$ cat src/rtl/mem_ctrl.sv
// Memory command controller: boot-loads a program image into a single-port
// synchronous RAM, then serialises processor fetch / data-read / data-write
// commands onto that RAM and returns results with a ready/error handshake.
module mem_ctrl #(
  parameter int MEM_WORDS = 65536,
  parameter int AW        = $clog2(MEM_WORDS)
) (
  input  logic          clk,
  input  logic          rst,
  input  logic [2:0]    command,
  input  logic [31:0]   inst_addr,
  input  logic [31:0]   data_addr,
  input  logic [31:0]   data_wdata,
  input  logic [3:0]    data_wstrb,
  output logic          ready,
  output logic [1:0]    error,
  output logic [31:0]   data_rdata,
  output logic [31:0]   inst_rdata,
  output logic [31:0]   mem_start,
  output logic          mem_start_ready,
  input  logic          load_valid,
  input  logic [31:0]   load_data,
  input  logic          load_last,
  input  logic [31:0]   load_start,
  output logic          load_ready,
  output logic          mem_en,
  output logic [3:0]    mem_we,
  output logic [AW-1:0] mem_addr,
  output logic [31:0]   mem_wdata,
  input  logic [31:0]   mem_rdata
);

  typedef enum logic [2:0] {
    LOAD  = 3'd0,
    IDLE  = 3'd1,
    DACC  = 3'd2,
    IACC  = 3'd3,
    IWAIT = 3'd4,
    ERR   = 3'd5
  } state_t;

  // Load counter is one bit wider than the address so it can sit at MEM_WORDS.
  localparam logic [AW:0] DEPTH = (AW+1)'(MEM_WORDS);

  state_t        state_q;
  logic [AW:0]   cnt_q;
  logic [AW-1:0] iaddr_q;   // latched instruction word index
  logic          iok_q;     // latched instruction address is in range
  logic          rd_q;      // a data read was issued and must be captured
  logic          dacc_q;    // command carries a data access (2 or 3)
  logic [1:0]    err_q;     // final error code of the running command
  logic [31:0]   dres_q;    // data result, published when the command completes

  logic          accept_d;
  logic          dok_d;
  logic          iok_d;
  logic          unused_bits;

  // Word index (byte address bits [31:2]) must be below the RAM depth.
  function automatic logic in_range(input logic [29:0] widx);
    return {3'b000, widx} < 33'(MEM_WORDS);
  endfunction

  assign accept_d    = (state_q == IDLE) && ready && (command != 3'd0);
  assign dok_d       = in_range(data_addr[31:2]);
  assign iok_d       = in_range(inst_addr[31:2]);
  assign load_ready  = (state_q == LOAD);
  assign unused_bits = ^{inst_addr[1:0], data_addr[1:0], load_start[1:0]};

  // Controller FSM: boot load, command sequencing and all registered outputs.
  always_ff @(posedge clk) begin
    if (rst) begin
      state_q         <= LOAD;
      cnt_q           <= '0;
      ready           <= 1'b0;
      error           <= 2'd0;
      data_rdata      <= 32'h0;
      inst_rdata      <= 32'h0;
      mem_start       <= 32'h0;
      mem_start_ready <= 1'b0;
      mem_en          <= 1'b0;
      mem_we          <= 4'h0;
      mem_addr        <= '0;
      mem_wdata       <= 32'h0;
      iok_q           <= 1'b0;
      rd_q            <= 1'b0;
      dacc_q          <= 1'b0;
      err_q           <= 2'd0;
      dres_q          <= 32'h0;
    end else begin
      // RAM strobes are single-cycle pulses unless a state re-asserts them.
      mem_en <= 1'b0;
      mem_we <= 4'h0;
      unique case (state_q)
        LOAD: begin
          if (load_valid) begin
            // Words beyond the RAM depth are consumed but never written.
            if (cnt_q < DEPTH) begin
              mem_en    <= 1'b1;
              mem_we    <= 4'hF;
              mem_addr  <= cnt_q[AW-1:0];
              mem_wdata <= load_data;
              cnt_q     <= cnt_q + 1'b1;
            end
            if (load_last) begin
              mem_start       <= {load_start[31:2], 2'b00};
              mem_start_ready <= 1'b1;
              ready           <= 1'b1;
              state_q         <= IDLE;
            end
          end
        end
        IDLE: begin
          if (accept_d) begin
            ready   <= 1'b0;
            iaddr_q <= inst_addr[AW+1:2];
            iok_q   <= iok_d;
            rd_q    <= 1'b0;
            dres_q  <= 32'h0;
            dacc_q  <= (command == 3'd2) || (command == 3'd3);
            // An out-of-range fetch outranks an out-of-range data access.
            if (!iok_d)
              err_q <= 2'd2;
            else if (((command == 3'd2) || (command == 3'd3)) && !dok_d)
              err_q <= 2'd1;
            else
              err_q <= 2'd0;
            // The first RAM access is launched straight from the request.
            if (command >= 3'd4) begin
              state_q <= ERR;
            end else if (command == 3'd1) begin
              state_q  <= IACC;
              mem_en   <= iok_d;
              mem_addr <= inst_addr[AW+1:2];
            end else begin
              state_q  <= DACC;
              mem_addr <= data_addr[AW+1:2];
              if (command == 3'd2) begin
                mem_en <= dok_d;
                rd_q   <= dok_d;
              end else begin
                mem_en    <= dok_d && (data_wstrb != 4'h0);
                mem_we    <= dok_d ? data_wstrb : 4'h0;
                mem_wdata <= data_wdata;
              end
            end
          end
        end
        DACC: begin
          state_q  <= IACC;
          mem_en   <= iok_q;
          mem_addr <= iaddr_q;
        end
        IACC: begin
          state_q <= IWAIT;
          if (rd_q)
            dres_q <= mem_rdata;
        end
        IWAIT: begin
          state_q    <= IDLE;
          ready      <= 1'b1;
          error      <= err_q;
          inst_rdata <= iok_q ? mem_rdata : 32'h0;
          if (dacc_q)
            data_rdata <= dres_q;
        end
        ERR: begin
          state_q <= IDLE;
          ready   <= 1'b1;
          error   <= 2'd3;
        end
        default: state_q <= LOAD;
      endcase
    end
  end

endmodule

$ cat config.mk
export PLATFORM = sky130hd
export DESIGN_NAME = mem_ctrl
export DESIGN_NICKNAME = d
export VERILOG_FILES = /design/src/rtl/mem_ctrl.sv
export SDC_FILE = /design/constraint.sdc
export NUM_CORES = 1
export LEC_CHECK = 0
export CORE_MARGIN = 4
export CORE_UTILIZATION = 31
export DETAILED_ROUTE_END_ITERATION = 8
export DONT_BUFFER_PORTS = 1
export PLACE_DENSITY_LB_ADDON = 0.05
export SLEW_MARGIN = 20
export SYNTH_ARGS = -nofsm -noshare
export SYNTH_HDL_FRONTEND = slang
export SYNTH_SLANG_ARGS = --single-unit
$ cat constraint.sdc
create_clock -name clk -period 2.7 [get_ports clk]
set_input_delay 0.54 -clock clk [delete_from_list [all_inputs] [get_ports clk]]
set_output_delay 0.54 -clock clk [all_outputs]
set_load 0.005 [all_outputs]
==> flow_summary.toml, run 1 <==
[setup_path]
crit_path_end_kind = "output pin"
crit_fanout = 15
critPathLaunch = "state_q[2]"
worstPathArrival_ns = 1.71
start_kind = "flip-flop"
r2r_start = "cnt_q[0]"
criticalPathCategory = "flip-flop to output pin"
crit_required_ns = 2.16

[power]
vdd_ir_drop_max_mv = 0.382
p_int_mw = 5.86
power_frac_comb_pct = 6.4
p_leak_nw = 3.40
switching_power_mw = 1.86
switching_share_pct = 24.1
p_total_mw = 7.71
clkPwrFrac_pct = 47.3
power_frac_seq_pct = 46.4
powerDensity_nw_per_um2 = 748

[global_route]
grt_pass1_vias = 7181
grt_pass1_wl_um = 43200
gr-total-overflow = 0
antenna_found_initial = 0
grt_start_max_net_pins = 189
grt.total_usage_pct = 17.0

[clocking]
clk_latency_ns = 0.54
ctsHoldBuffers = 0
cts_root_buf = "clkbuf_16"
cts.clk_slew.worst_paths_ns = 0.06
postCtsSetupBuffers = 0
cts_made_buffers = 27
cts_max_path_buffers = 3
htreeDepth = 1
cts_resized = 0
cts_tree = "yes"
cts_sinks = 224

[drt]
vias_per_cell = 5.23
drc = 0
dr.pass1.iters = 4
antenna_left = 0
num_vias = 7270
wl_per_cell_um = 21.1
routed_wl_um = 29300
drt-initial-drc-count = 340

[final_layout]
final_area_um2 = 10300
final_cells = 1389
nNetsFinal = 1188
fillCellCount = 2967
drive_gt1_share_pct = 8.86
diodes = 0
area_delta_synth_final_pct = 13.6
regArea_um2 = 4650
multi_input_area_um2 = 4050

[synthesis]
syn_area_um2 = 9080
syn_avg_cell_area_um2 = 8.91
syn_inst = 1019
ys_seq_elements = 224
ys_dominant_reg_cell = "dfxtp_1"
synth_seq_area_share_pct = 51.2
ys_warn_count = 0
ys_async_sr_fraction_pct = 0
yosysUniqueCellTypes = 59
synth_edf_count = 16

[place]
gp_congestion = 0.719
dp_hpwl_um = 19500
port_buffers = 0
post_dp_cell_area_um2 = 9420
dp_cells = 1339

[flow_run]
maxCapViolations = 0

[die]
dieArea_um2 = 32100
core_area_um2 = 28800
io_pins = 357
die_x_um = 179
row_count = 62
start_util_pct = 31.5
die_y_um = 179

[timing]
drv_slew = 0
slew_headroom_pct = 44.3
period_share_pct = 83.5
fmax_mhz = 444
hold_viol_final = 0
finalSetupViolCount = 0
rsz0062_at_grt = "no"
fin_skew_ns = 0.0170
fin_tns_setup_ns = 0
worstMarginPinSlew_ns = 0.834
holdWs_ns = 0.0909
period_minus_slack_ns = 2.25

[outcome]
outcome = "complete, no violations"

[min_path]
hold_class = "primary input to flip-flop"
min-delay-start = "rst"
-- critical path, cell delays in order (launching register included) --
cell and delay (ns):
dfxtp_1 0.49, or3_1 0.53, inv_2 0.14
-- path summary, 6_finish.rpt --
check	end	slack (ns)	depth (start not counted)
worst max register to register	cnt_q[10]	0.61	5
worst max-delay path	load_ready	0.45	2
worst min register to register	data_rdata[27]	0.45	2
worst min-delay path	mem_wdata[0]	0.09	1
-- synth_stat cells, drive strengths merged, types with 3 or more instances --
cell type | instances | share of area [%]
nor4 | 9 | 0.76
buf | 24 | 1.6
edfxtp | 16 | 5.3
nor2b | 3 | 0.21
o22ai | 17 | 1.2
nor3 | 5 | 0.33
mux2i | 51 | 5.6
clkbuf | 69 | 2.9
inv | 3 | 0.12
o21ai | 18 | 0.99
o31ai | 5 | 0.41
nor3b | 4 | 0.44
dfxtp | 208 | 46
nand2 | 183 | 7.6
a22oi | 48 | 4.0
nand2b | 3 | 0.21
xnor2 | 4 | 0.39
and4 | 4 | 0.39
xor2 | 3 | 0.29
or3 | 4 | 0.28
or4 | 7 | 0.58
a21oi | 144 | 7.9
nand4 | 9 | 0.62
a211oi | 35 | 2.9
nand3 | 37 | 2.0
nor2 | 61 | 2.5
o221a | 16 | 2.0
-- stage by stage --
stage	worst slack, ns	utilization (%)
after floorplan	0.487	-
after global placement	0.641	32.7
after detailed placement	0.636	32.7
after CTS	0.419	35.8
after global routing	0.323	35.8
final	0.446	35.8
-- state kept, by name, summed over array words and instances (netlist names) --
name / cells
inst_rdata: 32
rd_q: 1
mem_wdata: 32
dacc_q: 1
cnt_q: 17
mem_we: 4
dres_q: 32
mem_start_ready: 1
ready: 1
mem_addr: 16
iok_q: 1
iaddr_q: 16
state_q: 3
mem_en: 1
mem_start: 30
err_q: 2
data_rdata: 32
error: 2
-- power by group through the flow --
| stage | Clock (mW) | Sequential [mW] | Combinational (mW) |
|---|---|---|---|
| final | 3.65 | 3.58 | 0.491 |
| after global routing | 3.94 | 3.59 | 0.551 |
| after CTS | 3.78 | 3.58 | 0.498 |
| after detailed placement | 0 | 3.65 | 0.499 |
| after global placement | 0 | 3.65 | 0.493 |
| after floorplan | 0 | 3.61 | 0.435 |
-- layout make-up --
type / count / share of cell area [%]
Inverter: 5 / 0.182
Tap cell: 384 / 4.66
Clock buffer: 39 / 7.48
Clock inverter: 11 / 1.23
Multi-Input combinational cell: 698 / 39.3
Timing Repair Buffer: 28 / 2.16
Sequential cell: 224 / 45.0
-- cell families (layout without fill, tap and decap cells) --
logic type	count (synthesis)	after routing	share of synthesized area (%)
mux	52	52	5.75
fa+ha+maj	1	1	0.138
other cells	1	2	0.0413
xor+xnor	7	7	0.675
simple gates	344	344	17.4
flops	224	224	51.2
buf+inv	98	83	4.62
compound gates	292	292	20.2
-- layout by cell type (no fill, tap or decap), types with 3 or more instances in the layout --
| cell | Yosys | layout |
|---|---|---|
| dfxtp_1 | 208 | 207 |
| nand2_1 | 183 | 183 |
| a21oi_1 | 144 | 143 |
| nor2_1 | 60 | 60 |
| mux2i_1 | 51 | 51 |
| a22oi_1 | 48 | 48 |
| nand3_1 | 37 | 37 |
| a211oi_1 | 34 | 34 |
| clkbuf_16 | 0 | 28 |
| buf_4 | 2 | 27 |
| o21ai_0 | 18 | 18 |
| o22ai_1 | 17 | 16 |
| edfxtp_1 | 16 | 16 |
| o221a_1 | 10 | 10 |
| nand4_1 | 9 | 9 |
| clkbuf_1 | 69 | 8 |
| nor4_1 | 7 | 7 |
| or4_1 | 7 | 7 |
| o221a_2 | 6 | 6 |
| clkinv_2 | 0 | 6 |
| o31ai_1 | 5 | 5 |
| or3_1 | 4 | 4 |
| and4_1 | 4 | 4 |
| xnor2_1 | 4 | 4 |
| nor3_1 | 4 | 4 |
| nor2b_1 | 3 | 3 |
| xor2_1 | 3 | 3 |
| nand2b_1 | 3 | 3 |
| clkbuf_8 | 0 | 3 |
-- metal layers --
| layer | global-route usage [%] | share of wire (%) |
|---|---|---|
| met1 | 21.4 | 41 |
| met2 | 28.3 | 48 |
| met3 | 5.44 | 8.6 |
| met4 | 4.28 | 2.2 |
| met5 | 0 | 0 |
(Power assumes the default switching activity.)
==> run 2: changes to the inputs <==
- clock period: 2.7 -> 2.26 ns (I/O delays scaled with it)
==> run 2 against run 1 <==
Cell count increased by 1.9%. Die area unchanged. Register-to-register slack got worse by 0.26 ns. Critical endpoint unchanged. Critical path depth increased by 1. Largest cell class unchanged. Via count increased by 2.0%. Worst hold slack got worse by 0.036 ns. Cell area increased by 2.9%. Worst setup slack got worse by 0.24 ns. Critical path type unchanged. Clock power increased by 18%. Routed wire length increased by 1.8%. Sequential share of layout area decreased by 1.3 points. Total power increased by 20%.
==> flow_summary.toml, run 2 (synthesis results as in run 1) <==
[final_layout]
nNetsFinal = 1217
layout_common_cells = "dfxtp_1 (207), nand2_1 (183), a21oi_1 (143)"
area_delta_synth_final_pct = 16.9
final_area_um2 = 10600
final_common_cell = "dfxtp_1"
diodes = 0
drive_gt1_share_pct = 9.59

[die]
die_y_um = 179
io_pins = 357
row_count = 62
core_area_um2 = 28800
die_x_um = 179
start_util_pct = 31.5
dieArea_um2 = 32100

[setup_path]
crit_required_ns = 1.81
cpPeakStageDelay_ns = 0.47
slowest_stage = "or3_4"
start_kind = "flip-flop"
crit_path_end_kind = "output pin"
crit_buf_inv = 2
worstPathArrival_ns = 1.60
crit_family = "simple AND/OR/NAND/NOR gates"
criticalPathCategory = "flip-flop to output pin"
crit_fanout = 8
worstPathCellList = "or3_4 > inv_2 > buf_4"

[clocking]
cts_made_buffers = 27
htreeDepth = 1
cts.clk_slew.worst_paths_ns = 0.06
cts_max_path_buffers = 3
clk_latency_ns = 0.53
cts_tree = "yes"
cts_sinks = 224
cts_root_buf = "clkbuf_16"

[global_route]
grt_pass1_wl_um = 44400
grt.total_usage_pct = 17.4
grt_start_max_net_pins = 127
grt_pass1_vias = 7500
antenna_found_initial = 0
gr-total-overflow = 0

[flow_run]
maxCapViolations = 0

[drt]
routed_wl_um = 29800
drt-initial-drc-count = 299
drc = 0
wl_per_cell_um = 21.0
dr.pass1.iters = 5
vias_per_cell = 5.24
num_vias = 7416
antenna_left = 0

[power]
powerDensity_nw_per_um2 = 870
p_leak_nw = 3.54
vdd_ir_drop_max_mv = 0.531
p_total_mw = 9.24

[timing]
rsz0062_at_grt = "no"
period_minus_slack_ns = 2.05
drv_slew = 0
fin_skew_ns = 0.0106
worstMarginPinSlew_ns = 0.770
hold_viol_final = 0
fmax_mhz = 487
slew_headroom_pct = 48.5
finalSetupViolCount = 0
period_share_pct = 90.9
fin_tns_setup_ns = 0

[min_path]
hold_class = "primary input to flip-flop"

[place]
port_buffers = 0
post_dp_cell_area_um2 = 9520
dp_hpwl_um = 19600
gp_congestion = 0.717

[outcome]
outcome = "complete, no violations"
run 2: cell types whose count changed in the layout (fill, tap and decap cells not counted):
| cell | previous run | this run |
|---|---|---|
| clkbuf_16 | 28 | 27 |
| buf_12 | 1 | 5 |
| or3_1 | 4 | 3 |
| clkbuf_1 | 8 | 7 |
| clkbuf_8 | 3 | 6 |
| inv_6 | 0 | 1 |
| or3_4 | 0 | 1 |
| dlygate4sd3_1 | 0 | 19 |
| clkinv_4 | 1 | 0 |
| buf_4 | 27 | 33 |
| inv_16 | 1 | 0 |
| clkinv_2 | 6 | 4 |
run 2: per-layer routing:
| layer | vias to the layer above | part of all wire, % | GRT usage, % |
|---|---|---|---|
| li1 | 3640 | - | - |
| met1 | 3513 | 41 | 21.5 |
| met2 | 231 | 49 | 30.0 |
| met3 | 32 | 8.5 | 5.59 |
| met4 | 0 | 1.4 | 3.59 |
| met5 | - | 0 | 0 |
run 2: repair_timing:
| action | 4_1_cts | 5_1_grt |
|---|---|---|
| endpoints found under the setup margin | 0 | 1 |
| buffers inserted | 0 | 0 |
| hold endpoints to repair | 33 | 0 |
| resized for setup | 0 | 1 |
| hold buffers | 20 | 0 |
run 2: worst paths after layout:
kind	startpoint	end	slack, ns	cells past startpoint
worst max register to register	state_q[0]	mem_addr[9]	0.35	5
worst min register to register	dres_q[0]	data_rdata[0]	0.45	2
worst max-delay path	state_q[1]	load_ready	0.21	3
worst min-delay path	load_start[16]	mem_start[16]	0.06	2
run 2: final cells by class:
class / instances / area (um^2)
sequential: 224 / 4650
inverter: 5 / 18.8
fill: 2975 / 18200
timing repair buffer: 57 / 538
tap: 384 / 480
multi-input combinational: 698 / 4050
clock buffer: 40 / 785
clock inverter: 8 / 96.3
run 2: report_power, final:
group / internal (mW) / switching, mW / total, mW
sequential: 4.14 / 0.124 / 4.26
combinational: 0.285 / 0.387 / 0.673
clock: 2.61 / 1.69 / 4.30
total: 7.04 / 2.20 / 9.24
run 2: metrics by stage:
stage | hold slack [ns] | setup WS (ns) | util (%) | cells
4_1_cts | 0.00882 | 0.0234 | 36.9 | 1416
3_3_place_gp | 0.440 | 0.344 | 33.1 | 1348
6_report | 0.0552 | 0.206 | 36.9 | 1416
2_1_floorplan | 0.432 | 0.135 | - | 1020
3_5_place_dp | 0.444 | 0.334 | 33.1 | 1348
5_1_grt | 0.0220 | 0.124 | 36.9 | 1416
==> run 3: changes to the inputs <==
- CAP_MARGIN: default -> 20
- GPL_ROUTABILITY_DRIVEN: default -> 0
- SLEW_MARGIN: 20 -> default
==> results of run 3 <==
No change in the layout: final DEF, timing and power equal those of run 2.
